### src/rtl/serial_subtractor_if.sv
`default_nettype none
// ============================================================================
//  Module   : serial_subtractor_if
//  Brief    : Start/operand/result bundle for the bit-serial subtractor.
//  Revision : 1.0
// ============================================================================
interface serial_subtractor_if #(
    parameter int WIDTH = 8
);
    logic             start;
    logic [WIDTH-1:0] a;
    logic [WIDTH-1:0] b;
    logic             borrow_in;
    logic             busy;
    logic             done;
    logic [WIDTH-1:0] diff;
    logic             borrow_out;

    modport master (
        output start, a, b, borrow_in,
        input  busy, done, diff, borrow_out
    );

    modport slave (
        input  start, a, b, borrow_in,
        output busy, done, diff, borrow_out
    );
endinterface
`default_nettype wire

### src/rtl/serial_subtractor.sv
`default_nettype none
// ============================================================================
//  Module   : serial_subtractor
//  Brief    : LSB-first bit-serial a - b - borrow_in, one full-subtractor cell.
//  Revision : 1.0
// ============================================================================
module serial_subtractor #(
    parameter int WIDTH = 8
) (
    input  wire logic          clk,
    input  wire logic          rst_n,
    serial_subtractor_if.slave sif
);
    localparam int                 CNT_W    = (WIDTH > 1) ? $clog2(WIDTH) : 1;
    localparam logic [CNT_W-1:0]   CNT_LAST = CNT_W'(WIDTH - 1);

    typedef enum logic [1:0] {
        ST_IDLE  = 2'd0,
        ST_SHIFT = 2'd1,
        ST_DONE  = 2'd2
    } state_t;

    state_t           state_q, state_d;
    logic [WIDTH-1:0] a_q, a_d;
    logic [WIDTH-1:0] b_q, b_d;
    logic [WIDTH-1:0] res_q, res_d;
    logic [WIDTH-1:0] diff_q, diff_d;
    logic [CNT_W-1:0] cnt_q, cnt_d;
    logic             br_q, br_d;
    logic             bout_q, bout_d;

    logic             bit_d;
    logic             br_next;
    logic [WIDTH-1:0] res_shift;

    always_comb begin
        bit_d     = a_q[0] ^ b_q[0] ^ br_q;
        br_next   = (~a_q[0] & b_q[0]) | (~(a_q[0] ^ b_q[0]) & br_q);
        // New bit enters at the MSB so the LSB-first stream lands in place.
        res_shift            = res_q >> 1;
        res_shift[WIDTH-1]   = bit_d;

        state_d = state_q;
        a_d     = a_q;
        b_d     = b_q;
        res_d   = res_q;
        diff_d  = diff_q;
        cnt_d   = cnt_q;
        br_d    = br_q;
        bout_d  = bout_q;

        case (state_q)
            ST_IDLE: begin
                if (sif.start) begin
                    a_d     = sif.a;
                    b_d     = sif.b;
                    br_d    = sif.borrow_in;
                    res_d   = '0;
                    cnt_d   = '0;
                    state_d = ST_SHIFT;
                end
            end
            ST_SHIFT: begin
                a_d   = a_q >> 1;
                b_d   = b_q >> 1;
                res_d = res_shift;
                br_d  = br_next;
                cnt_d = cnt_q + CNT_W'(1);
                if (cnt_q == CNT_LAST) begin
                    diff_d  = res_shift;
                    bout_d  = br_next;
                    state_d = ST_DONE;
                end
            end
            ST_DONE: begin
                state_d = ST_IDLE;
            end
            default: begin
                state_d = ST_IDLE;
            end
        endcase
    end

    always_ff @(posedge clk) begin
        if (!rst_n) begin
            state_q <= ST_IDLE;
            a_q     <= '0;
            b_q     <= '0;
            res_q   <= '0;
            diff_q  <= '0;
            cnt_q   <= '0;
            br_q    <= 1'b0;
            bout_q  <= 1'b0;
        end else begin
            state_q <= state_d;
            a_q     <= a_d;
            b_q     <= b_d;
            res_q   <= res_d;
            diff_q  <= diff_d;
            cnt_q   <= cnt_d;
            br_q    <= br_d;
            bout_q  <= bout_d;
        end
    end

    assign sif.busy       = (state_q == ST_SHIFT);
    assign sif.done       = (state_q == ST_DONE);
    assign sif.diff       = diff_q;
    assign sif.borrow_out = bout_q;
endmodule
`default_nettype wire

### src/flat_wrapper.sv
// flat-port wrapper written by rule: the top's interface ports become plain ports
module serial_subtractor_flat 
#(
    parameter int WIDTH = 8
)
  (clk, rst_n, sif_start, sif_a, sif_b, sif_borrow_in, sif_busy, sif_done, sif_diff, sif_borrow_out);
  serial_subtractor_if #(.WIDTH(WIDTH)) sif_i ();
  input  wire logic clk;
  input  wire logic rst_n;
  input wire logic [$bits(sif_i.start)-1:0] sif_start;
  input wire logic [$bits(sif_i.a)-1:0] sif_a;
  input wire logic [$bits(sif_i.b)-1:0] sif_b;
  input wire logic [$bits(sif_i.borrow_in)-1:0] sif_borrow_in;
  output wire logic [$bits(sif_i.busy)-1:0] sif_busy;
  output wire logic [$bits(sif_i.done)-1:0] sif_done;
  output wire logic [$bits(sif_i.diff)-1:0] sif_diff;
  output wire logic [$bits(sif_i.borrow_out)-1:0] sif_borrow_out;
  assign sif_i.start = sif_start;
  assign sif_i.a = sif_a;
  assign sif_i.b = sif_b;
  assign sif_i.borrow_in = sif_borrow_in;
  assign sif_busy = sif_i.busy;
  assign sif_done = sif_i.done;
  assign sif_diff = sif_i.diff;
  assign sif_borrow_out = sif_i.borrow_out;
  serial_subtractor #(.WIDTH(WIDTH)) u_core (.clk(clk), .rst_n(rst_n), .sif(sif_i));
endmodule
### config.mk
export PLATFORM = sky130hd
export DESIGN_NAME = serial_subtractor_flat
export DESIGN_NICKNAME = d
export VERILOG_FILES = /design/src/rtl/serial_subtractor_if.sv /design/src/rtl/serial_subtractor.sv /design/src/flat_wrapper.sv
export SDC_FILE = /design/constraint.sdc
export NUM_CORES = 1
export LEC_CHECK = 0
export BUFFER_PORTS_ARGS = -buffer_cell sky130_fd_sc_hd__buf_2
export CAP_MARGIN = 30
export CORE_ASPECT_RATIO = 0.8
export CORE_MARGIN = 2
export CORE_UTILIZATION = 53
export DETAILED_ROUTE_END_ITERATION = 10
export PLACE_DENSITY_LB_ADDON = 0.08
export SLEW_MARGIN = 20
export SYNTH_ARGS = -nofsm -noshare
export SYNTH_HDL_FRONTEND = slang
export SYNTH_SLANG_ARGS = --single-unit
### constraint.sdc
create_clock -name clk -period 1.8 [get_ports clk]
set_input_delay 0 -clock clk [delete_from_list [all_inputs] [get_ports clk]]
set_output_delay 0 -clock clk [all_outputs]
set_load 0.01 [all_outputs]
==> impl_results.md <==
* Status: finished, final reports clean
* Tmin final at approximately 1700 ps
* Critical path peak fanout at 8
* Flip-flop and latch count after synthesis at 38
* R2r setup slk at around 75 ps
* Start-to-end type of the worst setup path: flop to flop
* Routed wire length per instance at 13.25 um
* RSZ-0062 raised after global routing: false
* First-pass DRT Iterations at 4
* Layout Cells excl Fill at approximately 240
* Max-cap violations at 0
* Site row count at 17
* Syn Inst Count at 162
* Fillers at between 200 and 250
* Clock Skew at roughly 4.5 ps
* Internal cell power at 1231 uW
* Total gr overflow at 0
* DP Wirelength at 2.226 mm
* Post-Place Cell Area at 0.001769 mm^2
* Initial antenna violation count at 0
* CTS Root Cell: clkbuf_8
* Met3 routed wirelength at 188 um
* Metal-1 WL at ~1.6 mm
* Mapped Area at ~0.0016 mm^2
* Share of cells above drive strength 1 at 29.44%
* Worst skew pair latency at 290 ps
* Detailed Route WL at around 3.1 mm
* Syn Nets at ~190
* Slew HR at between 60% and 70%
* Vias at about 1.3k
* Clock buffer count from CTS at 5
* Worst slew pin tran at approximately 560 ps
* Ant diodes at 0
* Die ar. at 0.003513 mm^2
* Sequential area share after synthesis at between 40% and 50%
* Gr usage total at between 20% and 30%
* Hold Path Depth at 3
* Register area at ~760 um^2
* I/O Buffers at 30
* Final hold slack at around 14 ps
* Min-delay src: sif_a[7]
* Unique masters post-synth at 29
* Multi-input gate area at roughly 750 um^2
* Leak at 0.0007879 uW
* Clock slew at reported path FFs at around 70 ps
* CTS tree: done
* Drc violations at 0
* Critical Path RT at about 2000 ps
* Final hold vios at 0
* Clock power share at 32.7%
* Final net count at 220
* Sw Ratio at about a quarter
* Final Max Tran Viols at 0
* Peak VDD IR at approximately 0.6 mV
* Reg2reg end: u_core.b_q[5]
* Io pins at 31
* Bufs on Longest Clock Path at 2
* PostCTS Resize Cnt at 0
* Sequential Power Share at between 50% and 60%
* Initial DRC count at 39
* Final period util at 95.81%
* Startpoint types: flop
* H-tree depth at 2
* CTS Sinks at 38
* Overall Power at 1645 uW
* Placed cells at around 230
* Die width at between 60 and 70 um
* Post-route cell area at approximately 0.0019 mm^2
* Top Layer Used: met4
* Via density at 5.319
* Crit. End Element: flop
* Reg2Reg Depth at 4
* Final TNS setup at 0 ps
* Final setup viols at 0
* Largest net degree at the start of global routing at 29
* Sw power at 413.8 uW
* PD cells at roughly 880 mW/mm^2
* Die Ht at about 53 um
* Hold Crit Endpoint: u_core.a_q[7]
* First-pass GRT wire length at 5.354 mm
* Worst min-delay path class: input port to flop
* YS warnings at 0
* Max Fclk at roughly 580 MHz
* FF-to-FF Start: u_core.state_q[0]
* Area of the core at around 0.0028 mm^2
* Gpl congestion at about 0.81
* WL met2 at approximately 1.3 mm
* Mapped Avg Cell Area at 9.986 um^2
* Final ANT Viol Nets at 0
* WP data arrival at 1910 ps
* Layout area overhead at 16.09%
* Vias in the first global route at around 1.2k
* Initial Util at a little under three fifths
* Logic gate share of total power at between 10% and 20%
[synth_stat cells (all sizes together)]
| library cell | number | share of area, % |
|---|---|---|
| a211oi | 14 | 9.0 |
| a21oi | 10 | 3.1 |
| a22oi | 9 | 4.2 |
| buf | 7 | 4.5 |
| clkbuf | 3 | 0.70 |
| clkinv | 1 | 0.23 |
| dfxtp | 38 | 47 |
| fa | 1 | 1.2 |
| ha | 2 | 1.5 |
| inv | 4 | 0.93 |
| mux2i | 13 | 8.0 |
| nand2 | 8 | 1.9 |
| nand2b | 1 | 0.85 |
| nand3 | 8 | 2.5 |
| nand3b | 1 | 0.70 |
| nand4bb | 2 | 1.4 |
| nor2 | 31 | 7.8 |
| nor2b | 1 | 0.39 |
| o21ai | 2 | 0.62 |
| o21ba | 1 | 0.62 |
| o21bai | 1 | 0.70 |
| o221ai | 3 | 1.6 |
| or3b | 1 | 0.54 |
[cells in the final DEF, fill, tap and decap left out, drive strengths merged]
cell type / synthesis / layout
nand2: 8 / 8
nand4bb: 2 / 2
nor2: 31 / 31
clkinv: 1 / 3
nand3b: 1 / 1
a21oi: 10 / 10
nand2b: 1 / 1
a211oi: 14 / 14
inv: 4 / 4
ha: 2 / 2
buf: 7 / 35
o21ai: 2 / 2
dlygate4sd3: 0 / 3
or3b: 1 / 1
clkbuf: 3 / 5
a22oi: 9 / 9
dfxtp: 38 / 38
o21bai: 1 / 1
o221ai: 3 / 3
fa: 1 / 1
mux2i: 13 / 13
nor2b: 1 / 1
o21ba: 1 / 1
nand3: 8 / 8
[per-stage QoR]
step | utilization [%] | setup WS [ps]
4_1_cts | 66.39 | 87.06
6_report | 66.39 | 75.42
3_5_place_dp | 62.54 | 245.4
5_1_grt | 66.39 | 3.252
2_1_floorplan | - | 342.1
3_3_place_gp | 62.54 | 356.5
[sequential cells by signal, indices dropped and copies added, names as in the netlist]
signal                 flops
u_core.a_q                 8
u_core.b_q                 8
u_core.sif.diff            8
u_core.res_q               7
u_core.cnt_q               3
u_core.state_q             2
u_core.br_q                1
u_core.sif.borrow_out      1
[area by class of cell]
type | count | area share, %
Sequential cell | 38 | 40.51
Clock inverter | 2 | 0.5330
Tap cell | 38 | 2.532
Timing Repair Buffer | 38 | 11.59
Multi-Input combinational cell | 109 | 40.17
Inverter | 5 | 0.9993
Clock buffer | 5 | 3.664
[power by group through the flow]
stage | clock [uW] | sequential, uW | combinational, uW
floorplan | 0 | 918 | 157
global placement | 0 | 923 | 187
detailed placement | 0 | 926 | 194
CTS | 550 | 907 | 201
global route | 588 | 912 | 224
finish | 539 | 907 | 200
[worst max-delay path, cell delays in order (launching register included)]
cell,delay (ps)
dfxtp_1,390
or3b_1,450
o221ai_1,170
dlygate4sd3_1,570
nor2_1,40
[worst max-delay path by stage]
| stage | startpoint | end | slack, ps | cells past startpoint |
|---|---|---|---|---|
| 3_3_place_gp | u_core.cnt_q[0] | u_core.sif.borrow_out | 360 | 5 |
| 6_report | u_core.state_q[0] | u_core.b_q[5] | 80 | 4 |
| 5_1_grt | u_core.state_q[0] | u_core.b_q[5] | 3 | 4 |
| 4_1_cts | u_core.state_q[0] | u_core.b_q[5] | 90 | 4 |
| 2_1_floorplan | u_core.cnt_q[0] | u_core.sif.borrow_out | 340 | 6 |
| 3_5_place_dp | u_core.cnt_q[0] | u_core.sif.borrow_out | 250 | 5 |
[logic make-up (layout without fill, tap and decap cells)]
| family | Yosys count | in the layout | synth area share [%] |
|---|---|---|---|
| AO/OA/AOI/OAI | 40 | 40 | 19.80 |
| adder cells (fa/ha/maj) | 3 | 3 | 2.784 |
| buffers and inverters | 15 | 50 | 6.341 |
| flip-flops | 38 | 38 | 47.02 |
| multiplexers | 13 | 13 | 8.043 |
| AND/OR/NAND/NOR | 53 | 53 | 16.01 |
[layer usage]
| layer | global-route usage, % | vias up |
|---|---|---|
| met5 | 0 | - |
| met4 | 8.333 | 0 |
| met3 | 7.234 | 5 |
| met2 | 29.97 | 28 |
| met1 | 29.27 | 576 |
| li1 | - | 641 |
[timing repair]
item,CTS,global route
setup buffers,0,0
hold buffers,3,0
hold endpoints to repair,2,0
Power figures use the tool's default switching activity.
